`src/rtl/irq_pkg.sv`:
```
// Shared constants and types for the 8-channel interrupt pending controller.
package irq_pkg;

  localparam int unsigned N_CH  = 8;
  localparam int unsigned IDX_W = 3;

  typedef enum logic {ST_IDLE, ST_OFFER} irq_state_t;

endpackage

```
`src/rtl/pri_enc8_3.sv`:
```
// Fixed-priority 8:3 encoder; bit 7 has the highest priority.
module pri_enc8_3
  import irq_pkg::*;
(
  input  logic [N_CH-1:0]  vec_i,
  output logic [IDX_W-1:0] idx_o,
  output logic             any_o
);

  always_comb begin
    idx_o = '0;
    // Ascending scan: the last (highest) set bit wins.
    for (int i = 0; i < N_CH; i++) begin
      if (vec_i[i]) idx_o = IDX_W'(i);
    end
    any_o = |vec_i;
  end

endmodule

```
`src/rtl/irq_pend_ctrl8.sv`:
```
// Synchronises eight request lines, latches events as pending and offers the
// highest-priority unmasked pending channel over a valid/ready handshake.
module irq_pend_ctrl8
  import irq_pkg::*;
#(
  parameter int unsigned SYNC_STAGES = 2,
  parameter bit          EDGE_MODE   = 1'b1
) (
  input  logic             clk,
  input  logic             rst,
  input  logic             en,
  input  logic [N_CH-1:0]  irq_in,
  input  logic [N_CH-1:0]  mask,
  output logic             out_valid,
  output logic [IDX_W-1:0] out_idx,
  input  logic             out_ready,
  output logic [N_CH-1:0]  pending,
  output logic             overflow
);

  logic [N_CH-1:0] evt_vec;

  // Per-channel synchroniser, edge-detect flop and registered event stage.
  for (genvar ch = 0; ch < N_CH; ch++) begin : g_ch
    logic [SYNC_STAGES-1:0] chain_q, chain_d;
    logic                   dly_q, dly_d;
    logic                   evt_q, evt_d;
    logic                   s;

    assign s = chain_q[SYNC_STAGES-1];

    always_comb begin
      chain_d = {chain_q[SYNC_STAGES-2:0], irq_in[ch]};
      dly_d   = s;
      evt_d   = EDGE_MODE ? (s & ~dly_q) : s;
    end

    always_ff @(posedge clk) begin
      if (rst) begin
        chain_q <= '0;
        dly_q   <= 1'b0;
        evt_q   <= 1'b0;
      end else begin
        chain_q <= chain_d;
        dly_q   <= dly_d;
        evt_q   <= evt_d;
      end
    end

    assign evt_vec[ch] = evt_q;
  end

  logic [N_CH-1:0]  pending_q, pending_d;
  logic             overflow_q, overflow_d;
  irq_state_t       state_q, state_d;
  logic             out_valid_q, out_valid_d;
  logic [IDX_W-1:0] out_idx_q, out_idx_d;

  logic [N_CH-1:0]  set_vec, clear_vec;
  logic [IDX_W-1:0] enc_idx;
  logic             enc_any;

  pri_enc8_3 u_pri_enc (
    .vec_i (pending_q & mask),
    .idx_o (enc_idx),
    .any_o (enc_any)
  );

  always_comb begin
    set_vec   = en ? evt_vec : '0;
    clear_vec = '0;
    if (out_valid_q && out_ready) clear_vec[out_idx_q] = 1'b1;
    // A set landing on the bit being cleared wins, so the new event survives.
    pending_d  = set_vec | (pending_q & ~clear_vec);
    overflow_d = |(set_vec & pending_q & ~clear_vec);
  end

  always_comb begin
    state_d     = state_q;
    out_valid_d = out_valid_q;
    out_idx_d   = out_idx_q;
    unique case (state_q)
      ST_IDLE: begin
        if (en && enc_any) begin
          out_idx_d   = enc_idx;
          out_valid_d = 1'b1;
          state_d     = ST_OFFER;
        end
      end
      ST_OFFER: begin
        // The offer is frozen until accepted, regardless of en, mask or new arrivals.
        if (out_ready) begin
          out_valid_d = 1'b0;
          state_d     = ST_IDLE;
        end
      end
      default: begin
        out_valid_d = 1'b0;
        state_d     = ST_IDLE;
      end
    endcase
  end

  always_ff @(posedge clk) begin
    if (rst) begin
      pending_q   <= '0;
      overflow_q  <= 1'b0;
      state_q     <= ST_IDLE;
      out_valid_q <= 1'b0;
      out_idx_q   <= '0;
    end else begin
      pending_q   <= pending_d;
      overflow_q  <= overflow_d;
      state_q     <= state_d;
      out_valid_q <= out_valid_d;
      out_idx_q   <= out_idx_d;
    end
  end

  assign out_valid = out_valid_q;
  assign out_idx   = out_idx_q;
  assign pending   = pending_q;
  assign overflow  = overflow_q;

endmodule

```
`config.mk`:
```
export PLATFORM = sky130hd
export DESIGN_NAME = irq_pend_ctrl8
export DESIGN_NICKNAME = d
export VERILOG_FILES = /design/src/rtl/irq_pkg.sv /design/src/rtl/pri_enc8_3.sv /design/src/rtl/irq_pend_ctrl8.sv
export SDC_FILE = /design/constraint.sdc
export NUM_CORES = 1
export LEC_CHECK = 0
export CAP_MARGIN = 20
export CORE_MARGIN = 3
export CORE_UTILIZATION = 35
export DETAILED_ROUTE_END_ITERATION = 12
export PLACE_DENSITY = 0.67
export SKIP_LAST_GASP = 1
export SLEW_MARGIN = 20
export SYNTH_ARGS = -nofsm -noshare
export SYNTH_HDL_FRONTEND = slang
export SYNTH_SLANG_ARGS = --single-unit
```
`constraint.sdc`:
```
create_clock -name clk -period 2.6 [get_ports clk]
set_input_delay 0.52 -clock clk [delete_from_list [all_inputs] [get_ports clk]]
set_output_delay 0.52 -clock clk [all_outputs]
set_load 0.03 [all_outputs]
```
==> results of run 1 <==
cell families after synthesis:
group                  Yosys count  synth area share, %
buffers and inverters            8                 2.38
DFF                             46                 58.5
and+or+nand+nor                 70                 23.5
AOI/OAI and AO/OA               30                 15.6
placed cells by master (no fill, tap or decap):
cell type	n
a22oi_1	9
clkinv_2	1
nor4_1	1
a31oi_1	2
and3b_1	1
a311oi_1	3
clkdlybuf4s50_1	32
o211ai_1	1
and3_1	1
nor2b_1	34
a21boi_1	1
inv_1	2
nand2b_1	1
clkbuf_1	1
a21oi_1	7
a41oi_4	1
nor2_1	14
and2_1	1
a32oi_1	2
nand3_1	2
nand2_1	14
clkinv_4	1
nand2b_2	1
clkbuf_8	5
a211oi_1	1
a22oi_2	3
buf_4	2
dfxtp_1	46
layer usage:
layer / global-route usage [%] / vias to the layer above / part of all wire [%]
met5: 0 / - / 0
met4: 7.58 / 0 / 3.3
met3: 4.68 / 10 / 8.7
met2: 20.5 / 44 / 46
met1: 14.0 / 538 / 42
li1: - / 594 / -
state kept, by name, summed over array words and instances (netlist names):
signal / flops
g_ch.chain_q: 16
g_ch.dly_q: 8
g_ch.evt_q: 8
out_idx: 3
out_valid: 1
overflow: 1
pending: 8
state_q: 1
cell type report:
type                       count  area, sq um  area share [%]
inverter                       2         7.51           0.370
sequential                    46          921            45.4
timing repair buffer          34          335            16.5
clock buffer                   6         72.6            3.58
tap                           50         62.6            3.08
multi-input combinational    100          617            30.4
clock inverter                 2         13.8           0.678
power groups by stage:
stage	sequential, mW	combinational, mW	clock [mW]
floorplan	0.767	0.0440	0
global placement	0.758	0.103	0
detailed placement	0.760	0.107	0
CTS	0.743	0.107	0.431
global route	0.747	0.117	0.466
finish	0.743	0.106	0.417
final timing paths:
check	end	slack (ns)
worst max-delay path	out_idx[1]	0.55
worst min-delay path	g_ch[6].evt_q	0.39
worst max register to register	overflow	1.14
worst min register to register	g_ch[6].evt_q	0.39
metrics by stage:
| stage | setup slack, ns | cell area [sq um] | total power [mW] | cells | hold WS, ns |
|---|---|---|---|---|---|
| global route | 0.477 | 2030 | 1.33 | 240 | 0.399 |
| CTS | 0.543 | 2030 | 1.28 | 240 | 0.390 |
| floorplan | 1.21 | 1580 | 0.811 | 154 | 0.367 |
| global placement | 0.634 | 1940 | 0.862 | 232 | 0.372 |
| finish | 0.549 | 2030 | 1.27 | 240 | 0.386 |
| detailed placement | 0.507 | 1940 | 0.867 | 232 | 0.373 |
==> results_tabular.tex, run 1 <==
\begin{tabular}{lr}
\hline
Metric & Value \\
\hline
\multicolumn{2}{l}{\textbf{Status}} \\
Run status & finished, final reports clean \\
\multicolumn{2}{l}{\textbf{Logic synthesis}} \\
FF+latch count, synth & 46 \\
Warnings from Yosys & 0 \\
Synth unique cells & 25 \\
Synth async-reset ratio & 0\% \\
Number of instances in the synthesized netlist & approximately 150 \\
Library cell with the highest instance count after synthesis & dfxtp\_1 \\
Number of flops mapped to enable cells by yosys & 0 \\
Fraction of the yosys area taken by sequential cells & about three fifths \\
Ranking of synthesized cells by instance count & dfxtp\_1 (46), nor2b\_1 (34), nand2\_1 (14), nor2\_1 (14), a22oi\_1 (9) \\
Average cell area after synthesis & a little over 10 sq um \\
Post-synth top area share & approximately 58\% \\
Most common flop cell mapped by yosys & dfxtp\_1 \\
Syn nets & between 150 and 200 \\
Summed instance area of the synthesized netlist & 0.00158 sq mm \\
Leading area contributor after synthesis & dfxtp\_1 \\
Synth area leaders & dfxtp\_1 (58\%), nor2b\_1 (14\%), a22oi\_1 (4.3\%) \\
\multicolumn{2}{l}{\textbf{GRT}} \\
Maximum number of pins on one net before global-route repair & 27 \\
First-pass GRT wire length & just over 5000 microns \\
Grt ovf & 0 \\
Number of antenna violations at the first check in global routing & 0 \\
Vias in the first global route & between 1,000 and 1,500 \\
All-Layer GR Usage & 12.6\% \\
\multicolumn{2}{l}{\textbf{CTS}} \\
Count of clock tree sinks & 46 \\
Buffer cell driving the clock tree root & clkbuf\_8 \\
Largest buffer count on any clock path & 2 \\
Setup fix buffers added after clock tree synthesis & 0 \\
Clk Latency, worst-skew pair & $\sim$0.29 ns \\
Clock buffer count from CTS & 5 \\
Cts repair resizes & 0 \\
Post-cts hold buffer count & 0 \\
CTS tree & built \\
Number of H-tree levels & 2 \\
Clock-pin slew reported for the worst setup and hold paths after clock tree synthesis & about 0.08 ns \\
\multicolumn{2}{l}{\textbf{Critical path}} \\
Sequence of cells on the critical path & clkdlybuf4s50\_1 \\
Worst r2r src & out\_idx[0] \\
Required time reported for the critical path endpoint & approximately 2.1 ns \\
Slowest CP cell & clkdlybuf4s50\_1 \\
Top fanout value on the critical path & 8 \\
Setup CP Type & flip-flop to primary output \\
Setup crit end kind & primary output \\
CP Launch Point & out\_idx[1] \\
Worst path depth & 1 \\
Largest delay contributor family on the critical path & buffers and inverters \\
Biggest cell delay along the critical path & 0.73 ns \\
Buf+Inv Stages, Crit Path & 1 \\
Startpoint Class & flip-flop \\
Number of cells on the worst reg-to-reg path & 4 \\
Data arrival time of the critical path & 1.53 ns \\
\multicolumn{2}{l}{\textbf{Die}} \\
Effective utilization at floorplan & a little under two fifths \\
Io pins & 33 \\
Die outline area & between 0.005 and 0.006 sq mm \\
Overall die height & 73.1 microns \\
CORE AREA & between 0.004 and 0.005 sq mm \\
Row count & 23 \\
Horizontal die dimension & 73.1 microns \\
\multicolumn{2}{l}{\textbf{Timing}} \\
Max Clock Freq & about 490 MHz \\
Number of max-slew violations in the final report & 0 \\
Crit path time final & just over 2 ns \\
Worst clock skew on the final layout & 0.00392 ns \\
Final Hold Fails & 0 \\
Count of endpoints failing setup in the final report & 0 \\
Period utilization & 78.9\% \\
RSZ-0062 raised after global routing & no \\
Summed negative setup slack over all endpoints & 0 ns \\
Tightest slew margin relative to the limit & between 70\% and 80\% \\
Transition time of the tightest slew-check pin & roughly 0.37 ns \\
\multicolumn{2}{l}{\textbf{Route}} \\
Routed length per instance & around 13 microns \\
DRT iter0 DRCs & roughly 70 \\
Post-detailed-route via-to-cell ratio & about 5 \\
Wirelength, routed & just over 3000 microns \\
DR vias & between 1,000 and 1,500 \\
Number of nets with antenna violations after routing & 0 \\
DRC & 0 \\
Number of detailed-route iterations in the first pass & 4 \\
\multicolumn{2}{l}{\textbf{Power and ir drop}} \\
Clock group share of total power & around a third \\
Switching part of the total power & between 20 and 25\% \\
Static leakage & 0.736 nW \\
Combinational Power Share & under 10\% \\
Flop pwr share & roughly 59\% \\
Cell Pwr Density & around 620 mW/mm\^{}2 \\
Highest ir drop seen on vdd & $\sim$0.33 mV \\
Internal power & 0.976 mW \\
Net Sw Power & between 0.2 and 0.3 mW \\
\multicolumn{2}{l}{\textbf{Layout}} \\
Area growth, synth to finish & 28.8\% \\
ANT cells & 0 \\
Share of post-route cells with drive strength above 1 & $\sim$7.4\% \\
Number of filler instances in the final layout & between 300 and 400 \\
Final core area utilization & 48.6\% \\
Number of nets in the final layout & 209 \\
\multicolumn{2}{l}{\textbf{Place}} \\
Count of port buffers added during placement & 32 \\
Routability-driven placement congestion ratio & about 0.93 \\
Half-perimeter wire length of the detailed placement result & around 2200 microns \\
\multicolumn{2}{l}{\textbf{Worst hold path}} \\
WHS Path Cells & 1 \\
Worst hold path class & flip-flop to flip-flop \\
Hold Crit Start & g\_ch[6].dly\_q \\
\multicolumn{2}{l}{\textbf{Flow run}} \\
Count of max-cap constraint violations & 0 \\
\hline
\end{tabular}
Power figures use the tool's default switching activity.
==> inputs of run 2 (changes only) <==
==> constraint.sdc (replaced) <==
create_clock -name clk -period 2 [get_ports clk]
set_input_delay 0.4 -clock clk [delete_from_list [all_inputs] [get_ports clk]]
set_output_delay 0.4 -clock clk [all_outputs]
set_load 0.03 [all_outputs]
==> run 2 against run 1 <==
Final area is 3.5% higher; power is 52% higher; first-iteration DRC count is 43% lower; non-clock buffer count is 2 higher; combinational power is 33% higher; global-route usage is 0.30 points lower; count of clock-buffer cells in the layout stayed put; core utilization is 1.7 points higher; sequential power is 30% higher; sequential share of layout area is 1.5 points lower; cell count is 0.83% higher; worst setup slack worse by 0.44 ns; highest routed layer unchanged.
==> results_tabular.tex, run 2 (synthesized netlist as in run 1, its figures left out) <==
\begin{tabular}{lr}
\hline
Metric & Value \\
\hline
\multicolumn{2}{l}{\textbf{CTS}} \\
CTS tree & built \\
Clock-pin slew reported for the worst setup and hold paths after clock tree synthesis & 0.08 ns \\
Clock buffer count from CTS & 5 \\
Buffer cell driving the clock tree root & clkbuf\_8 \\
Setup fix buffers added after clock tree synthesis & 0 \\
Count of clock tree sinks & 46 \\
Post-cts hold buffer count & 0 \\
Number of H-tree levels & 2 \\
Cts repair resizes & 0 \\
Largest buffer count on any clock path & 2 \\
Clk Latency, worst-skew pair & between 0.2 and 0.3 ns \\
\multicolumn{2}{l}{\textbf{Layout}} \\
Flip-flop count of the largest register after layout & 16 \\
Reg with most FFs & g\_ch.chain\_q \\
Most used cells in the layout excluding fill and tap cells & dfxtp\_1 (46), nor2b\_1 (34), clkdlybuf4s50\_1 (32) \\
Non-filler instance count after layout & $\sim$240 \\
Commonest non-fill, non-tap cell in the layout & dfxtp\_1 \\
ANT cells & 0 \\
Number of nets in the final layout & 211 \\
Number of filler instances in the final layout & between 300 and 400 \\
Share of post-route cells with drive strength above 1 & between 8 and 9\% \\
Area of all placed cells without fillers & between 0.002 and 0.0025 sq mm \\
Area growth, synth to finish & 33.4\% \\
\multicolumn{2}{l}{\textbf{Timing}} \\
Count of endpoints failing setup in the final report & 0 \\
Tightest slew margin relative to the limit & 78.6\% \\
Transition time of the tightest slew-check pin & between 0.3 and 0.4 ns \\
Period utilization & a little over nine tenths \\
Max Clock Freq & $\sim$530 MHz \\
Summed negative setup slack over all endpoints & 0 ns \\
Number of max-slew violations in the final report & 0 \\
Crit path time final & 1.89 ns \\
Worst clock skew on the final layout & approximately 0.0073 ns \\
RSZ-0062 raised after global routing & no \\
Final Hold Fails & 0 \\
\multicolumn{2}{l}{\textbf{Worst hold path}} \\
WHS Path Cells & 1 \\
Hold Path Sink & g\_ch[0].evt\_q \\
Hold Crit Start & g\_ch[0].dly\_q \\
Worst hold path class & flip-flop to flip-flop \\
\multicolumn{2}{l}{\textbf{Place}} \\
Routability-driven placement congestion ratio & 0.959 \\
Count of port buffers added during placement & 32 \\
Cell Count Post-Placement & between 200 and 250 \\
Half-perimeter wire length of the detailed placement result & $\sim$2300 microns \\
Post-placement cell area & a little under 0.002 sq mm \\
\multicolumn{2}{l}{\textbf{Route}} \\
Wirelength, routed & 3030 microns \\
Number of nets with antenna violations after routing & 0 \\
Routed length per instance & approximately 13 microns \\
DR vias & about 1,200 \\
DRT iter0 DRCs & 39 \\
Post-detailed-route via-to-cell ratio & between 4 and 5 \\
DRC & 0 \\
Number of detailed-route iterations in the first pass & 4 \\
\multicolumn{2}{l}{\textbf{GRT}} \\
First-pass GRT wire length & $\sim$5000 microns \\
Vias in the first global route & 1,138 \\
Grt ovf & 0 \\
Number of antenna violations at the first check in global routing & 0 \\
All-Layer GR Usage & around an eighth \\
Maximum number of pins on one net before global-route repair & 16 \\
\multicolumn{2}{l}{\textbf{Flow run}} \\
Count of max-cap constraint violations & 0 \\
\multicolumn{2}{l}{\textbf{Critical path}} \\
Startpoint Class & flip-flop \\
Required time reported for the critical path endpoint & about 1.6 ns \\
Top fanout value on the critical path & 8 \\
Data arrival time of the critical path & about 1.5 ns \\
Slack of the worst reg-to-reg path & $\sim$0.59 ns \\
Destination of the worst register-to-register timing path & overflow \\
Number of cells on the worst reg-to-reg path & 4 \\
Buf+Inv Stages, Crit Path & 1 \\
Setup crit end kind & primary output \\
Setup CP Type & flip-flop to primary output \\
Slowest CP cell & clkdlybuf4s50\_1 \\
Worst r2r src & out\_valid \\
Largest delay contributor family on the critical path & buffers and inverters \\
Biggest cell delay along the critical path & around 0.72 ns \\
Sequence of cells on the critical path & clkdlybuf4s50\_1 \\
\multicolumn{2}{l}{\textbf{Die}} \\
Overall die height & approximately 73 microns \\
Row count & 23 \\
Effective utilization at floorplan & a little under two fifths \\
Horizontal die dimension & approximately 73 microns \\
CORE AREA & around 0.0042 sq mm \\
Io pins & 33 \\
Die outline area & 0.00534 sq mm \\
\multicolumn{2}{l}{\textbf{Status}} \\
Run status & finished, final reports clean \\
\multicolumn{2}{l}{\textbf{Power and ir drop}} \\
Total Power & between 1.5 and 2 mW \\
Highest ir drop seen on vdd & 0.466 mV \\
Static leakage & 0.772 nW \\
Cell Pwr Density & 917 mW/mm\^{}2 \\
\hline
\end{tabular}
[run 2: changes by cell type in the layout (fill, tap and decap cells not counted), sizes merged]
| cell | change |
|---|---|
| buf | +2 |
| bufinv | +2 |
| clkinv | -2 |
[run 2: worst max path at each step]
stage,start,end,slack (ns),cells after the start
4_1_cts,out_idx[1],out_idx[1],0.1,1
3_5_place_dp,out_ready,overflow,0.07,5
6_report,out_idx[1],out_idx[1],0.11,1
3_3_place_gp,out_ready,overflow,0.14,5
5_1_grt,out_idx[1],out_idx[1],0.04,1
2_1_floorplan,out_idx[2],overflow,0.61,5
[run 2: layer usage]
layer,routed length [microns],share of wire (%),global-route usage [%],vias up
li1,-,-,-,596
met1,1220,40,13.2,545
met2,1480,49,20.7,45
met3,239,7.9,4.68,11
met4,88,2.9,6.97,0
met5,0,0,0,-
[run 2: area by class of cell]
type	instances	area [sq um]	area share [%]
Sequential cell	46	921	43.8
Multi-Input combinational cell	100	617	29.4
Timing Repair Buffer	36	350	16.7
Clock buffer	6	82.6	3.93
Tap cell	50	62.6	2.98
Clock inverter	2	60.1	2.86
Inverter	2	7.51	0.357
[run 2: power breakdown]
part	internal [mW]	switching (mW)
clock	0.532	0.288
combinational	0.0772	0.0641
sequential	0.947	0.0179
[run 2: stage by stage]
step           util, %  worst slack [ns]  hold WS [ns]
2_1_floorplan        -             0.615         0.367
3_3_place_gp      46.9             0.144         0.373
3_5_place_dp      46.9            0.0667         0.373
4_1_cts           50.3            0.0996         0.378
5_1_grt           50.3            0.0354         0.384
6_report          50.3             0.108         0.377
